==> src/rtl/xlate_pkg.sv <==
// Shared types and constants for the address translation unit:
// FSM state encoding, exception codes, CSR field positions and PLV encodings.
package xlate_pkg;

  typedef enum logic [2:0] {
    ST_IDLE     = 3'd0,
    ST_TLB_REQ  = 3'd1,
    ST_TLB_WAIT = 3'd2,
    ST_RESP     = 3'd3,
    ST_DRAIN    = 3'd4
  } state_t;

  localparam logic [2:0] EXC_NONE = 3'd0;
  localparam logic [2:0] EXC_ADE  = 3'd1;
  localparam logic [2:0] EXC_TLBR = 3'd2;
  localparam logic [2:0] EXC_PIX  = 3'd3;
  localparam logic [2:0] EXC_PPI  = 3'd4;

  // CRMD fields
  localparam int CRMD_PLV_LSB = 0;
  localparam int CRMD_DA      = 3;
  localparam int CRMD_PG      = 4;

  // DMW fields
  localparam int DMW_PLV0     = 0;
  localparam int DMW_PLV3     = 3;
  localparam int DMW_PSEG_MSB = 27;
  localparam int DMW_VSEG_MSB = 31;

  localparam logic [1:0] PLV_KERNEL = 2'd0;
  localparam logic [1:0] PLV_USER   = 2'd3;

  // A page is privilege-protected when the current level is less privileged
  // (numerically larger) than the level recorded in the TLB entry.
  function automatic logic plv_violation(input logic [1:0] cur_plv,
                                         input logic [1:0] entry_plv);
    return cur_plv > entry_plv;
  endfunction

endpackage

==> src/rtl/addr_xlate_unit_if.sv <==
// Bundles the request, response and TLB lookup handshakes of the translation
// unit. "slave" is the unit's view; "master" is the requester/TLB side.
interface addr_xlate_unit_if #(
  parameter int ADDR_W = 32
);
  logic              req_valid;
  logic              req_ready;
  logic [ADDR_W-1:0] req_vaddr;

  logic              tlb_req_valid;
  logic              tlb_req_ready;
  logic [ADDR_W-1:0] tlb_req_vaddr;

  logic              tlb_resp_valid;
  logic              tlb_resp_found;
  logic              tlb_resp_v;
  logic [1:0]        tlb_resp_plv;
  logic [ADDR_W-1:0] tlb_resp_paddr;

  logic              resp_valid;
  logic              resp_ready;
  logic [ADDR_W-1:0] resp_paddr;
  logic [2:0]        resp_exc;
  logic              resp_mapped;

  modport slave (
    input  req_valid, req_vaddr, tlb_req_ready,
           tlb_resp_valid, tlb_resp_found, tlb_resp_v, tlb_resp_plv, tlb_resp_paddr,
           resp_ready,
    output req_ready, tlb_req_valid, tlb_req_vaddr,
           resp_valid, resp_paddr, resp_exc, resp_mapped
  );

  modport master (
    output req_valid, req_vaddr, tlb_req_ready,
           tlb_resp_valid, tlb_resp_found, tlb_resp_v, tlb_resp_plv, tlb_resp_paddr,
           resp_ready,
    input  req_ready, tlb_req_valid, tlb_req_vaddr,
           resp_valid, resp_paddr, resp_exc, resp_mapped
  );
endinterface

==> src/rtl/dmw_match.sv <==
// Combinational match of one direct-map window against a virtual address.
// A hit needs the current PLV enabled in the window (only PLV0/PLV3 can be)
// and the top segment bits equal to VSEG; the segment is then replaced by PSEG.
module dmw_match
  import xlate_pkg::*;
#(
  parameter int ADDR_W = 32,
  parameter int VSEG_W = 3
) (
  input  logic [ADDR_W-1:0] vaddr,
  input  logic [1:0]        plv,
  input  logic [31:0]       dmw,
  output logic              hit,
  output logic [ADDR_W-1:0] paddr
);

  logic plv_ok;

  // MAT and reserved bits carry no meaning for translation.
  wire unused_dmw = ^dmw;

  assign plv_ok = ((plv == PLV_KERNEL) && dmw[DMW_PLV0]) ||
                  ((plv == PLV_USER)   && dmw[DMW_PLV3]);
  assign hit    = plv_ok && (vaddr[ADDR_W-1 -: VSEG_W] == dmw[DMW_VSEG_MSB -: VSEG_W]);
  assign paddr  = {dmw[DMW_PSEG_MSB -: VSEG_W], vaddr[ADDR_W-VSEG_W-1:0]};

endmodule

==> src/rtl/addr_xlate_unit.sv <==
// Virtual->physical translation unit. Direct mode, DMW hits and the
// user-mode high-half address error resolve in one cycle; all other mapped
// addresses go to the shared TLB over a valid/ready handshake. One
// translation in flight; flush aborts, draining an outstanding TLB lookup.
module addr_xlate_unit
  import xlate_pkg::*;
#(
  parameter int NUM_DMW = 2,
  parameter int ADDR_W  = 32,
  parameter int VSEG_W  = 3
) (
  input  logic                 clk,
  input  logic                 reset,
  input  logic                 flush,
  input  logic [31:0]          csr_crmd,
  input  logic [32*NUM_DMW-1:0] csr_dmw,
  addr_xlate_unit_if.slave     bus
);

  state_t            state;
  logic              req_ready_reg;
  logic              tlb_req_valid_reg;
  logic              resp_valid_reg;
  logic [ADDR_W-1:0] resp_paddr_reg;
  logic [2:0]        resp_exc_reg;
  logic              resp_mapped_reg;
  logic [ADDR_W-1:0] vaddr_reg;
  logic [1:0]        plv_reg;

  logic [1:0]        crmd_plv;
  logic              direct_mode;
  logic [NUM_DMW-1:0] dmw_hit;
  logic [ADDR_W-1:0] dmw_paddr [NUM_DMW];
  logic              any_hit;
  logic [ADDR_W-1:0] hit_paddr;
  logic              ade;

  // Only DA, PG and PLV of CRMD matter here.
  wire unused_crmd = ^csr_crmd;

  assign crmd_plv    = csr_crmd[CRMD_PLV_LSB +: 2];
  // DA wins over PG; DA=PG=0 is also treated as direct.
  assign direct_mode = csr_crmd[CRMD_DA] || !csr_crmd[CRMD_PG];

  for (genvar gi = 0; gi < NUM_DMW; gi++) begin : g_dmw
    dmw_match #(
      .ADDR_W (ADDR_W),
      .VSEG_W (VSEG_W)
    ) u_dmw_match (
      .vaddr (bus.req_vaddr),
      .plv   (crmd_plv),
      .dmw   (csr_dmw[32*gi +: 32]),
      .hit   (dmw_hit[gi]),
      .paddr (dmw_paddr[gi])
    );
  end

  // Priority encode DMW hits: scanning downward lets window 0 win last.
  always_comb begin
    any_hit   = 1'b0;
    hit_paddr = '0;
    for (int i = NUM_DMW - 1; i >= 0; i--) begin
      if (dmw_hit[i]) begin
        any_hit   = 1'b1;
        hit_paddr = dmw_paddr[i];
      end
    end
  end

  // User code touching the upper half without a DMW is rejected before the TLB.
  assign ade = !any_hit && bus.req_vaddr[ADDR_W-1] && (crmd_plv == PLV_USER);

  // Translation FSM with all handshake/result outputs registered.
  always_ff @(posedge clk or posedge reset) begin
    if (reset) begin
      state             <= ST_IDLE;
      req_ready_reg     <= 1'b1;
      tlb_req_valid_reg <= 1'b0;
      resp_valid_reg    <= 1'b0;
      resp_paddr_reg    <= '0;
      resp_exc_reg      <= EXC_NONE;
      resp_mapped_reg   <= 1'b0;
      vaddr_reg         <= '0;
      plv_reg           <= '0;
    end else begin
      case (state)
        ST_IDLE: begin
          if (!flush && bus.req_valid) begin
            vaddr_reg     <= bus.req_vaddr;
            plv_reg       <= crmd_plv;
            req_ready_reg <= 1'b0;
            if (direct_mode || any_hit || ade) begin
              state           <= ST_RESP;
              resp_valid_reg  <= 1'b1;
              resp_mapped_reg <= 1'b0;
              if (direct_mode) begin
                resp_paddr_reg <= bus.req_vaddr;
                resp_exc_reg   <= EXC_NONE;
              end else if (any_hit) begin
                resp_paddr_reg <= hit_paddr;
                resp_exc_reg   <= EXC_NONE;
              end else begin
                resp_paddr_reg <= '0;
                resp_exc_reg   <= EXC_ADE;
              end
            end else begin
              state             <= ST_TLB_REQ;
              tlb_req_valid_reg <= 1'b1;
            end
          end
        end

        ST_TLB_REQ: begin
          if (flush) begin
            tlb_req_valid_reg <= 1'b0;
            if (bus.tlb_req_ready) begin
              state <= ST_DRAIN;
            end else begin
              state         <= ST_IDLE;
              req_ready_reg <= 1'b1;
            end
          end else if (bus.tlb_req_ready) begin
            state             <= ST_TLB_WAIT;
            tlb_req_valid_reg <= 1'b0;
          end
        end

        ST_TLB_WAIT: begin
          if (flush) begin
            if (bus.tlb_resp_valid) begin
              state         <= ST_IDLE;
              req_ready_reg <= 1'b1;
            end else begin
              state <= ST_DRAIN;
            end
          end else if (bus.tlb_resp_valid) begin
            state           <= ST_RESP;
            resp_valid_reg  <= 1'b1;
            resp_mapped_reg <= 1'b1;
            if (!bus.tlb_resp_found) begin
              resp_paddr_reg <= '0;
              resp_exc_reg   <= EXC_TLBR;
            end else if (!bus.tlb_resp_v) begin
              resp_paddr_reg <= '0;
              resp_exc_reg   <= EXC_PIX;
            end else if (plv_violation(plv_reg, bus.tlb_resp_plv)) begin
              resp_paddr_reg <= '0;
              resp_exc_reg   <= EXC_PPI;
            end else begin
              resp_paddr_reg <= bus.tlb_resp_paddr;
              resp_exc_reg   <= EXC_NONE;
            end
          end
        end

        ST_RESP: begin
          if (flush || bus.resp_ready) begin
            state          <= ST_IDLE;
            resp_valid_reg <= 1'b0;
            req_ready_reg  <= 1'b1;
          end
        end

        ST_DRAIN: begin
          if (bus.tlb_resp_valid) begin
            state         <= ST_IDLE;
            req_ready_reg <= 1'b1;
          end
        end

        default: begin
          state             <= ST_IDLE;
          req_ready_reg     <= 1'b1;
          tlb_req_valid_reg <= 1'b0;
          resp_valid_reg    <= 1'b0;
        end
      endcase
    end
  end

  assign bus.req_ready     = req_ready_reg;
  assign bus.tlb_req_valid = tlb_req_valid_reg;
  assign bus.tlb_req_vaddr = vaddr_reg;
  assign bus.resp_valid    = resp_valid_reg;
  assign bus.resp_paddr    = resp_paddr_reg;
  assign bus.resp_exc      = resp_exc_reg;
  assign bus.resp_mapped   = resp_mapped_reg;

endmodule

==> src/flat_wrapper.sv <==
// flat-port wrapper written by rule: the top's interface ports become plain ports
module addr_xlate_unit_flat import xlate_pkg::*;
#(
  parameter int NUM_DMW = 2,
  parameter int ADDR_W  = 32,
  parameter int VSEG_W  = 3
)
  (clk, reset, flush, csr_crmd, csr_dmw, bus_req_valid, bus_req_vaddr, bus_tlb_req_ready, bus_tlb_resp_valid, bus_tlb_resp_found, bus_tlb_resp_v, bus_tlb_resp_plv, bus_tlb_resp_paddr, bus_resp_ready, bus_req_ready, bus_tlb_req_valid, bus_tlb_req_vaddr, bus_resp_valid, bus_resp_paddr, bus_resp_exc, bus_resp_mapped);
  addr_xlate_unit_if #(.ADDR_W(ADDR_W)) bus_i ();
  input  logic clk;
  input  logic reset;
  input  logic flush;
  input  logic [31:0] csr_crmd;
  input  logic [32*NUM_DMW-1:0] csr_dmw;
  input wire logic [$bits(bus_i.req_valid)-1:0] bus_req_valid;
  input wire logic [$bits(bus_i.req_vaddr)-1:0] bus_req_vaddr;
  input wire logic [$bits(bus_i.tlb_req_ready)-1:0] bus_tlb_req_ready;
  input wire logic [$bits(bus_i.tlb_resp_valid)-1:0] bus_tlb_resp_valid;
  input wire logic [$bits(bus_i.tlb_resp_found)-1:0] bus_tlb_resp_found;
  input wire logic [$bits(bus_i.tlb_resp_v)-1:0] bus_tlb_resp_v;
  input wire logic [$bits(bus_i.tlb_resp_plv)-1:0] bus_tlb_resp_plv;
  input wire logic [$bits(bus_i.tlb_resp_paddr)-1:0] bus_tlb_resp_paddr;
  input wire logic [$bits(bus_i.resp_ready)-1:0] bus_resp_ready;
  output wire logic [$bits(bus_i.req_ready)-1:0] bus_req_ready;
  output wire logic [$bits(bus_i.tlb_req_valid)-1:0] bus_tlb_req_valid;
  output wire logic [$bits(bus_i.tlb_req_vaddr)-1:0] bus_tlb_req_vaddr;
  output wire logic [$bits(bus_i.resp_valid)-1:0] bus_resp_valid;
  output wire logic [$bits(bus_i.resp_paddr)-1:0] bus_resp_paddr;
  output wire logic [$bits(bus_i.resp_exc)-1:0] bus_resp_exc;
  output wire logic [$bits(bus_i.resp_mapped)-1:0] bus_resp_mapped;
  assign bus_i.req_valid = bus_req_valid;
  assign bus_i.req_vaddr = bus_req_vaddr;
  assign bus_i.tlb_req_ready = bus_tlb_req_ready;
  assign bus_i.tlb_resp_valid = bus_tlb_resp_valid;
  assign bus_i.tlb_resp_found = bus_tlb_resp_found;
  assign bus_i.tlb_resp_v = bus_tlb_resp_v;
  assign bus_i.tlb_resp_plv = bus_tlb_resp_plv;
  assign bus_i.tlb_resp_paddr = bus_tlb_resp_paddr;
  assign bus_i.resp_ready = bus_resp_ready;
  assign bus_req_ready = bus_i.req_ready;
  assign bus_tlb_req_valid = bus_i.tlb_req_valid;
  assign bus_tlb_req_vaddr = bus_i.tlb_req_vaddr;
  assign bus_resp_valid = bus_i.resp_valid;
  assign bus_resp_paddr = bus_i.resp_paddr;
  assign bus_resp_exc = bus_i.resp_exc;
  assign bus_resp_mapped = bus_i.resp_mapped;
  addr_xlate_unit #(.NUM_DMW(NUM_DMW), .ADDR_W(ADDR_W), .VSEG_W(VSEG_W)) u_core (.clk(clk), .reset(reset), .flush(flush), .csr_crmd(csr_crmd), .csr_dmw(csr_dmw), .bus(bus_i));
endmodule
==> config.mk <==
export PLATFORM = sky130hd
export DESIGN_NAME = addr_xlate_unit_flat
export DESIGN_NICKNAME = d
export VERILOG_FILES = /design/src/rtl/xlate_pkg.sv /design/src/rtl/addr_xlate_unit_if.sv /design/src/rtl/dmw_match.sv /design/src/rtl/addr_xlate_unit.sv /design/src/flat_wrapper.sv
export SDC_FILE = /design/constraint.sdc
export NUM_CORES = 1
export LEC_CHECK = 0
export BUFFER_PORTS_ARGS = -buffer_cell sky130_fd_sc_hd__buf_2
export CELL_PAD_IN_SITES_DETAIL_PLACEMENT = 1
export CELL_PAD_IN_SITES_GLOBAL_PLACEMENT = 1
export CORE_MARGIN = 5
export CORE_UTILIZATION = 32
export DETAILED_ROUTE_END_ITERATION = 7
export GPL_TIMING_DRIVEN = 0
export PLACE_DENSITY_LB_ADDON = 0.1
export SLEW_MARGIN = 0
export SYNTH_ARGS = -nofsm -noshare
export SYNTH_HDL_FRONTEND = slang
export SYNTH_SLANG_ARGS = --single-unit
==> constraint.sdc <==
create_clock -name clk -period 2.3 [get_ports clk]
set_input_delay 0.115 -clock clk [delete_from_list [all_inputs] [get_ports clk]]
set_output_delay 0.115 -clock clk [all_outputs]
set_load 0.02 [all_outputs]
After elaboration in Yosys (flattened, before gate mapping)
Index checks and enable logic that the tools add are counted.

word-level totals
  output and inout bits = 71
  input bits = 171
  bits in registers = 76

operators by class
  muxes and demuxes = 56
  bitwise operators = 2
  equality and inequality tests = 19
  reductions and logical operators = 29
  magnitude comparators = 1

operators with widths
  operator            number
  $mux 32             11
  $pmux 32 s2         1
  $mux 3              17
  $mux 1              20
  $pmux 3 s5          1
  $reduce_and 5->1    3
  $ne 2x2->1 const B  7
  $logic_and 1x1->1   9
  $eq 3x2->1 const B  2
  $eq 3x3->1          2
  $logic_or 1x1->1    6
  $ne 2x1->1 const B  3
  $ne 3x3->1 const B  2
  $pmux 3 s2          1
  $reduce_and 6->1    1
  $pmux 1 s5          1
  $pmux 1 s4          1
  $reduce_and 4->1    1
  $eq 3x1->1 const B  1
  $eq 3x3->1 const B  1
  $logic_not 1->1     3
  $logic_not 3->1     1
  $pmux 1 s3          1
  $reduce_or 3->1     1
  9 further kinds     10

Logic depth before layout (Yosys ltp)
Gate-level depths: netlist of run 1.

  depth after elaboration = 13
  mapped depth = 8
  mapped depth without buffers = 7

Hierarchy
Synthesis of run 1 repeated with hierarchy kept, for this count alone.

unflattened totals
  cell total of the unflattened synthesis = 457
  area total of the unflattened synthesis = 4717.0 µm²

by module, submodules not included
  module           times used  cells an instance  area an instance (µm²)  seq. area each (µm²)
  addr_xlate_unit  1           381                4126.5                  1903.1
  dmw_match        2           38                 295.3                   0.0

Worst setup path after synthesis of run 1
No wires, ideal clock.

  path kind = reg-to-reg
  start point = register u_core.plv_reg[1]
  end point = register u_core.resp_paddr_reg[29], in the netlist u_core.bus.resp_paddr[29]
  library setup time = 0.128 ns
  path buffers = 1
  clock period less this slack = 1.772 ns
  arrival time = 1.644 ns
  stages on the path, launching flop included = 8
  setup slack = 0.528 ns
  data required time = 2.172 ns
  cells stage by stage = dfrtp_1 > ha_1 > nor2b_1 > a2bb2oi_1 > clkbuf_1 > o21ai_0 > o211ai_1 > o22ai_1

between the ends
  cells in the longest elaborated chain, start to end = 7

RTL lines
  element                 RTL line                text
  start, declared         addr_xlate_unit.sv:28   logic [1:0] plv_reg;
  start signal, assigned  addr_xlate_unit.sv:90   plv_reg <= crmd_plv;
  $gt 2x2->1              xlate_pkg.sv:37         return cur_plv > entry_plv;
  $mux 32                 addr_xlate_unit.sv:146  end else if (plv_violation(plv_reg, bus.tlb_resp_plv)) begin
  $mux 32                 addr_xlate_unit.sv:143  end else if (!bus.tlb_resp_v) begin
  $mux 32                 addr_xlate_unit.sv:140  if (!bus.tlb_resp_found) begin
  $mux 32                 addr_xlate_unit.sv:136  end else if (bus.tlb_resp_valid) begin
  $mux 32                 addr_xlate_unit.sv:129  if (flush) begin
  $pmux 32 s2             addr_xlate_unit.sv:86   case (state)
  end signal, assigned    addr_xlate_unit.sv:97   resp_paddr_reg <= bus.req_vaddr;
  end signal, assigned    addr_xlate_unit.sv:100  resp_paddr_reg <= hit_paddr;
  end signal, assigned    addr_xlate_unit.sv:150  resp_paddr_reg <= bus.tlb_resp_paddr;
  end, declared           addr_xlate_unit.sv:24   logic [ADDR_W-1:0] resp_paddr_reg;

Every way passes these cells. The select of a mux whose other input is x is not followed.
A chain may end at the register's enable or synchronous reset.

Worst setup path in the final report of run 1
  start point = register u_core.state[0]
  end point = register u_core.resp_paddr_reg[18], in the netlist u_core.bus.resp_paddr[18]

between the ends
  cells in the longest elaborated chain, start to end = 3

RTL lines
  element                                               RTL line                text
  start, declared                                       addr_xlate_unit.sv:20   state_t state;
  start signal, assigned                                addr_xlate_unit.sv:76   state <= ST_IDLE;
  start signal, assigned                                addr_xlate_unit.sv:93   state <= ST_RESP;
  start signal, assigned                                addr_xlate_unit.sv:107  state <= ST_TLB_REQ;
  $eq 3x2->1 / $logic_not 3->1 (equally long branches)  addr_xlate_unit.sv:86
  $ne 2x2->1 (no line) (tied with other cells)          --
  $reduce_and 5->1 (no line)                            --

Several ways; a longest one is shown, not always the timed one.

==> results list, run 1 <==
* Startpoint types: flip-flop
* Compound-Gate Fraction of Synth Area: 0.161
- Across all hold checks on the routed design, the worst slack comes to 15.4 ps.
* Antenna cell count: 0
- The largest single stage delay on the critical path is approximately 420 ps.
* DRC Markers: 0
- Via-to-Cell Ratio: 4.87
* Fraction of layout instances using a drive strength above 1: 0.397
- The detailed router placed 3794 vias in this run.
- Worst endpoint data arrival time: between 2000 and 2500 ps
- Final Hold Fails: 0
- Number of DRC markers after the initial detailed-route iteration: 124
- Unrepaired setup endpoints after global routing: no
- Power comes to about 7500 uW.
* Total Routed Length: 14.1 mm
- The clock arrives with 8.28 ps of skew.
* Detailed-route wire length per cell: between 15 and 20 um
* Number of synthesized flops with an enable pin: 0
- XOR/XNOR Fraction of Synth Area: 0.0144
* Filler instances: 1562
- The die covers 0.0154 mm^2.
* Detailed route wirelength on metal2: ~7.1 mm
- The floorplan step defined a core boundary enclosing 0.0127 mm^2.
- The cell area that synthesis handed to floorplanning was between 0.004 and 0.005 mm^2.
- Clock Tree Root: sky130_fd_sc_hd__clkbuf_16
* Proportion of power drawn by flip-flops and latches: 0.313
* Number of nets still failing antenna checks after routing: 0
- Flip-flop and latch count after synthesis: 76
- Maximum Capacitance Violations: 0
- Routed met3 length: approximately 850 um
* Internal power summed over all cells: 4220 uW
- Each instance of the synthesized netlist takes up on average about 9.8 um^2.
- The worst hold path belongs to the class in2reg.
- Area growth, synth to finish: 32.2%
* Largest cells by area after synthesis: sky130_fd_sc_hd__dfrtp_1 (45%), sky130_fd_sc_hd__mux2_2 (9.4%), sky130_fd_sc_hd__mux2i_1 (7.2%)
- After global routing the overflow that remains totals 0.
* Synth Flop Type: sky130_fd_sc_hd__dfrtp_1
* Area share of fa/ha/maj cells after synthesis: 0.00599
- The share of synthesized area in the top cell type comes to 0.449.
* Detailed Routing Iterations Pass 1: 4
- Of the total power, the clock network draws 0.179.
* Pin slew with the least headroom to its limit: between 600 and 700 ps
* Result of the run: finished clean
- By area, the combinational part of the netlist is dominated by multiplexers.
* Combined flip-flop and latch cell area: 0.00190 mm^2
- Library cell appearing most often on the critical path: sky130_fd_sc_hd__o21ai_0
- Traced cell by cell, the critical path runs through buf_2, or3b_1, o21ai_0, clkbuf_1, o21ai_0, mux2i_1.
- IO Count: between 200 and 250
* Net switching component of the power: 3240 uW
- Static timing analysis puts the maximum clock frequency at 476 MHz.
- Synth cell types: 46
- Clk sink count: 76
- The initial antenna violation count was 0.
- The first global-routing pass estimated 22.3 mm of wire.
- Of the total synthesized cell area, the portion taken by AND, OR, NAND and NOR gates is 0.119.
- After synthesis, the share of cell area in mux cells is 0.166.
* Leakage power: 0.00263 uW
* Height of the chip: 124 um
- After synthesis, the share of flip-flops with an asynchronous set or reset is 1.00.
- Entering global routing, the biggest net connects a little over 40 pins.
* Kind of end point of the critical path: flip-flop
- After routing, the total negative slack on setup checks comes to 0 ps.
- The worst path in the final design needs a cycle of 2100 ps, including I/O delays and setup.
- Via count of the first global-routing pass: ~4200
- Power density relative to cell area: between 1000 and 1500 mW/mm^2
- Count of input and output buffers: 164
* WP data required: approximately 2600 ps
* Net count of the mapped netlist: between 500 and 600
* Setup Crit Path Kind: reg2reg
- In the global route stage, overall resource usage came out at 0.180.
- Among cell families on the critical path, the largest total delay comes from buffers and inverters.
- Detailed placement HPWL: 10.8 mm
- Library cell occupying the most area in the post-synthesis netlist: sky130_fd_sc_hd__dfrtp_1
- The clock passes through at most 2 buffers.
- Final core utilization: 0.434
- Tightest slew margin relative to the limit: 0.580
- The critical path contains buffers and inverters numbering 2 combined.
- The slowest stage of the critical path belongs to the cell sky130_fd_sc_hd__dfrtp_1.
- Die outline width: 124 um
* Multi-input combinational cell area: 0.00195 mm^2
* Largest fanout on the critical path: 10
- The share of total power dissipated in combinational logic is 0.508.
- Of the total power, the share spent switching nets is 0.435.
- Synthesis produced 426 cells.
- Max-slew violation total from the final report: 0
* Number of H-tree levels: 3
* Inserted Clock Buffers: 9
- Final net count: 776
- CTS tree: done
* Met1 WL: ~5.9 mm
* Final weighted congestion in routability-driven placement: 0.812
- The initialized floorplan defines 41 standard-cell rows.
- IR analysis of the VDD net gives a maximum drop of 0.000578 V.
- Post-CTS clock slew at the launch and capture registers of the worst setup and hold paths: 60 ps
- The initial utilization of the core area, before any placement, comes to 0.328.
- Ys Warns: 0
- Period utilization: 0.913
- Setup violations remaining at the end of the flow were counted as 0.
- Sequential cell area fraction in the yosys report: 0.456
- Latest clock arrival within the worst-skew pair: 350 ps
- In this run the top signal layer used is met4.
-- cell usage after synthesis (5+ instances only) --
master and number:
sky130_fd_sc_hd__o31ai_1 30, sky130_fd_sc_hd__mux2_2 35, sky130_fd_sc_hd__o22ai_1 5, sky130_fd_sc_hd__mux2i_1 30, sky130_fd_sc_hd__clkbuf_1 15, sky130_fd_sc_hd__dfrtp_1 75, sky130_fd_sc_hd__nand3_1 8, sky130_fd_sc_hd__nand2_1 66
sky130_fd_sc_hd__inv_1 39, sky130_fd_sc_hd__buf_2 11, sky130_fd_sc_hd__nor2_1 6, sky130_fd_sc_hd__o21ai_0 41
-- worst reg2reg max path: stages, from the launching register on --
cell and delay [ps]:
sky130_fd_sc_hd__dfrtp_1 420, sky130_fd_sc_hd__buf_2 200, sky130_fd_sc_hd__or3b_1 420, sky130_fd_sc_hd__o21ai_0 230
sky130_fd_sc_hd__clkbuf_1 400, sky130_fd_sc_hd__o21ai_0 180, sky130_fd_sc_hd__mux2i_1 170
-- metal layers --
| metal | vias up | GRT usage |
|---|---|---|
| met5 | - | 0 |
| met4 | 0 | 0.0600 |
| met3 | 22 | 0.0656 |
| met2 | 92 | 0.307 |
| met1 | 1852 | 0.210 |
| li1 | 1828 | - |
-- final cells by class --
cell class                      instances  share of cell area
Multi-Input combinational cell        280               0.353
Sequential cell                        76               0.345
Timing Repair Buffer                  166               0.154
Clock buffer                           14              0.0478
Tap cell                              172              0.0390
Buffer                                 30              0.0322
Inverter                               40              0.0276
Clock inverter                          1             0.00136
-- cell families (layout without fill, tap and decap cells) --
| kind of cell | after synthesis | after routing |
|---|---|---|
| AO/OA/AOI/OAI | 104 | 104 |
| XOR/XNOR | 6 | 6 |
| adder cells (fa/ha/maj) | 2 | 2 |
| buffers and inverters | 70 | 251 |
| flip-flops | 76 | 76 |
| multiplexers | 65 | 65 |
| AND/OR/NAND/NOR | 103 | 103 |
-- path summary, 6_finish.rpt --
check / from / endpoint / slack (ps) / depth (start not counted)
worst max-delay path: u_core.state[0] / u_core.bus.resp_paddr[18] / 200 / 6
worst min-delay path: bus_req_vaddr[10] / u_core.bus.tlb_req_vaddr[10] / 20 / 2
worst max register to register: u_core.state[0] / u_core.bus.resp_paddr[18] / 200 / 6
worst min register to register: u_core.bus.resp_valid / u_core.bus.resp_valid / 470 / 1
max in group asynchronous: reset / u_core.bus.req_ready / 1280 / 4
min in group asynchronous: reset / u_core.bus.tlb_req_vaddr[9] / 350 / 3
-- what timing repair did --
action / 4_1_cts / 5_1_grt
gates resized for setup: 0 / 6
setup endpoints to repair: 0 / 30
buffers inserted: 0 / 0
hold endpoints to repair: 36 / 0
hold buffers: 1 / 0
-- cell usage in the layout, fill, tap and decap left out, types with 8 or more instances in the layout --
cell type,netlist,final
sky130_fd_sc_hd__buf_2,11,175
sky130_fd_sc_hd__dfrtp_1,75,75
sky130_fd_sc_hd__nand2_1,66,66
sky130_fd_sc_hd__o21ai_0,41,41
sky130_fd_sc_hd__inv_1,39,38
sky130_fd_sc_hd__mux2_2,35,35
sky130_fd_sc_hd__mux2i_1,30,30
sky130_fd_sc_hd__o31ai_1,30,30
sky130_fd_sc_hd__clkbuf_1,15,15
sky130_fd_sc_hd__clkbuf_16,0,9
sky130_fd_sc_hd__nand3_1,8,8
-- per-stage QoR --
stage	instances	setup WS [ps]	instance area, um^2
after detailed placement	763	95.8	5240
final	779	201	5520
after global placement	762	-915	5210
after CTS	779	50.6	5520
after global routing	779	18.1	5520
after floorplan	426	248	4180
-- power groups by stage --
stage	registers, uW	logic [uW]	clock network (uW)
after CTS	2340	3870	1380
final	2340	3800	1330
after global placement	2320	3770	0
after global routing	2410	4150	1440
after floorplan	3090	1750	0
after detailed placement	2350	3850	0
Note: power is estimated with default switching activity, not from simulation.
==> run 2: changes to the inputs <==
--- a/config.mk
+++ b/config.mk
@@ -10,6 +10,7 @@
 export CELL_PAD_IN_SITES_GLOBAL_PLACEMENT = 1
 export CORE_MARGIN = 5
 export CORE_UTILIZATION = 32
+export CTS_BUF_LIST = sky130_fd_sc_hd__clkbuf_8 sky130_fd_sc_hd__clkbuf_16
 export DETAILED_ROUTE_END_ITERATION = 7
 export GPL_TIMING_DRIVEN = 0
 export PLACE_DENSITY_LB_ADDON = 0.1
==> results list, run 2 (synthesized netlist as in run 1, its figures left out) <==
- The cell sitting at the root of the clock tree is a sky130_fd_sc_hd__clkbuf_16.
- The sequential cell fraction of total power was 0.313 (about the same).
- The maximum fanout encountered on the critical timing path is 10 (unchanged).
- Setup repair after global routing left no endpoint under its margin.
* Worst hold path type: in2reg
* Detailed placement HPWL: 10.8 mm (unchanged)
- Non-filler instance count after layout: 779 (unchanged)
* GRT Residual Overflow: 0 (unchanged)
- Starting density of the core: 0.328 (unchanged)
- Worst hold path stage count: 2 (unchanged)
* DRC Markers: 0 (unchanged)
* Pin slew with the least headroom to its limit: 630 ps (unchanged)
- Worst slack at placement: 95.8 ps (unchanged)
- The relative slew slack was 0.580 (unchanged).
- Number of cells in the design after placement: 763 (unchanged)
* Fmax achieved: 476 MHz (about the same)
* Height of the chip: 124 um (unchanged)
* Internal power summed over all cells: 4210 uW (-0.32%)
- The number of global-route vias before repair was 4187 (unchanged).
- The boundary pin count is 242 (unchanged).
- Final Hold Fails: 0 (unchanged)
* Reg2Reg Launch Point: u_core.state[0]
* Worst-case clock skew: 8.28 ps (+0.00292 ps)
- The clock insertion delay at the later pin of the skew report was 350 ps (about the same).
* Filler instances: 1562 (unchanged)
- Result of the run: finished clean
- Startpoint types: flip-flop
- The routed via count divided by cell count is 4.87 (unchanged).
- Worst min-delay path endpoint: u_core.bus.tlb_req_vaddr[10]
- Sw frac: 0.435 (+0.000799)
- The first-pass GRT wire length is 22.3 mm (unchanged).
- The global-route usage over all layers came to 0.180 (unchanged).
* Worst VDD drop: 0.000579 V (+0.13%)
- Total power after layout: 7450 uW (-0.18%)
* Setup Crit Path Kind: reg2reg
* Leading cell types in the layout, fill and taps excluded: sky130_fd_sc_hd__buf_2 (175), sky130_fd_sc_hd__dfrtp_1 (75), sky130_fd_sc_hd__nand2_1 (66)
* Worst endpoint data arrival time: 2360 ps (about the same)
* Placement row count: 41 (unchanged)
- Count of input and output buffers: 164 (unchanged)
- In this run the critical register-to-register path is captured at u_core.bus.resp_paddr[18].
- The proportion of power drawn by the clock network was 0.177 (-0.002).
* Period utilization: 0.913 (about the same)
* Post-CTS clock slew at the launch and capture registers of the worst setup and hold paths: 60 ps (about the same)
- Number of antenna violations at the first check in global routing: 0 (unchanged)
- The largest net degree at the start of global routing came to 41 (unchanged).
* Number of setup buffers added after CTS: 0 (unchanged)
- The number of nets in the layout is 776 (unchanged).
- The area of the die is 0.0154 mm^2 (unchanged).
- The post-detailed-route wirelength per cell came to 18.1 um (unchanged).
- The required arrival time at the worst endpoint came to 2570 ps (about the same).
* Shortest period the worst path allows: 2100 ps (-0.0200 ps)
* Net switching component of the power: 3250 uW (about the same)
- The max-slew violation count came to 0 (unchanged).
* Number of buffers on the longest clock path: 2 (unchanged)
* Number of nets still failing antenna checks after routing: 0 (unchanged)
* Final weighted congestion in routability-driven placement: 0.812 (unchanged)
* Area growth, synth to finish: 32.2% (unchanged)
- Inserted Clock Buffers: 9 (unchanged)
- The setup slack of the critical path after layout was 201 ps (+0.0200 ps).
* Number of H-tree levels: 3 (unchanged)
- Die outline width: 124 um (unchanged)
- The part of the total power dissipated in combinational logic was 0.509 (about the same).
* R2R Setup Slk: 200 ps (about the same)
- Startpoint of the worst hold path: bus_req_vaddr[10]
* Area inside the core boundary: 0.0127 mm^2 (unchanged)
- Maximum Capacitance Violations: 0 (unchanged)
- STA classifies the critical path endpoint as a flip-flop.
- The number of inserted diodes came to 0 (unchanged).
- TritonCTS built the clock tree.
- The total power per unit cell area is 1350 mW/mm^2 (-0.18%).
* Detailed-route via count: 3794 (unchanged)
- Detailed Routing Iterations Pass 1: 4 (unchanged)
- Setup tns final: 0 ps (unchanged)
- Setup Viol. Count Final: 0 (unchanged)
- The number of DRC violations after detailed-routing iteration 0 is 124 (unchanged).
- The TritonCTS sink count came to 76 (unchanged).
- The number of cells traversed by the worst register-to-register path came to 6 (unchanged).
- The aggregate routed wire length came to 14.1 mm (unchanged).
- Most common cell after layout, fill and taps aside: sky130_fd_sc_hd__buf_2
- The fraction of layout instances using a drive strength above 1 is 0.397 (unchanged).
- Leakage power: 0.00264 uW (+0.47%)
-- run 2: worst max-delay path: stages (launching register included) --
cell and delay, ps:
sky130_fd_sc_hd__dfrtp_1 420, sky130_fd_sc_hd__buf_2 200, sky130_fd_sc_hd__or3b_1 420, sky130_fd_sc_hd__o21ai_0 230, sky130_fd_sc_hd__clkbuf_1 400, sky130_fd_sc_hd__o21ai_0 170, sky130_fd_sc_hd__mux2i_1 170
-- run 2: area by class of cell --
| type | instances | area (um^2) | area share |
|---|---|---|---|
| clock inverter | 4 | 18.8 | 0.00340 |
| clock buffer | 11 | 253 | 0.0458 |
| tap | 172 | 215 | 0.0390 |
| buffer | 30 | 178 | 0.0322 |
| multi-input combinational | 280 | 1950 | 0.353 |
| inverter | 40 | 153 | 0.0276 |
| timing repair buffer | 166 | 851 | 0.154 |
| sequential | 76 | 1900 | 0.345 |
-- run 2: stage by stage --
| stage | utilization | hold slack (ps) | cell area (um^2) |
|---|---|---|---|
| floorplan | - | 261 | 4180 |
| global placement | 0.410 | 368 | 5210 |
| detailed placement | 0.412 | 188 | 5240 |
| CTS | 0.434 | 3.95 | 5520 |
| global route | 0.434 | 0.143 | 5520 |
| finish | 0.434 | 15.2 | 5520 |
-- run 2: what timing repair did --
action / in CTS / in global routing
hold buffers: 1 / 0
hold endpoints to repair: 36 / 0
resized for setup: 0 / 6
setup endpoints to repair: 0 / 30
-- run 2: power by group through the flow --
stage / logic [uW] / clock network (uW) / registers [uW]
finish: 3800 / 1320 / 2340
global route: 4150 / 1420 / 2410
CTS: 3870 / 1360 / 2340
detailed placement: 3850 / 0 / 2350
global placement: 3770 / 0 / 2320
floorplan: 1750 / 0 / 3090
-- run 2: worst max-delay path by stage --
stage / start / end / slack, ps / cells past startpoint
3_3_place_gp: reset / u_core.bus.tlb_req_vaddr[24] / -920 / 2
5_1_grt: u_core.plv_reg[1] / u_core.bus.resp_paddr[29] / 20 / 7
6_report: u_core.state[0] / u_core.bus.resp_paddr[18] / 200 / 6
4_1_cts: u_core.plv_reg[1] / u_core.bus.resp_paddr[29] / 50 / 7
3_5_place_dp: u_core.plv_reg[1] / u_core.bus.resp_paddr[29] / 100 / 7
2_1_floorplan: reset / u_core.bus.resp_exc[0] / 250 / 1
-- run 2: per-layer routing --
| layer | track usage | part of all wire | vias up | routed length, um |
|---|---|---|---|---|
| li1 | - | - | 1828 | - |
| met1 | 0.210 | 0.42 | 1852 | 5880 |
| met2 | 0.307 | 0.50 | 92 | 7060 |
| met3 | 0.0656 | 0.060 | 22 | 850 |
| met4 | 0.0600 | 0.020 | 0 | 287 |
| met5 | 0 | 0 | - | 0 |
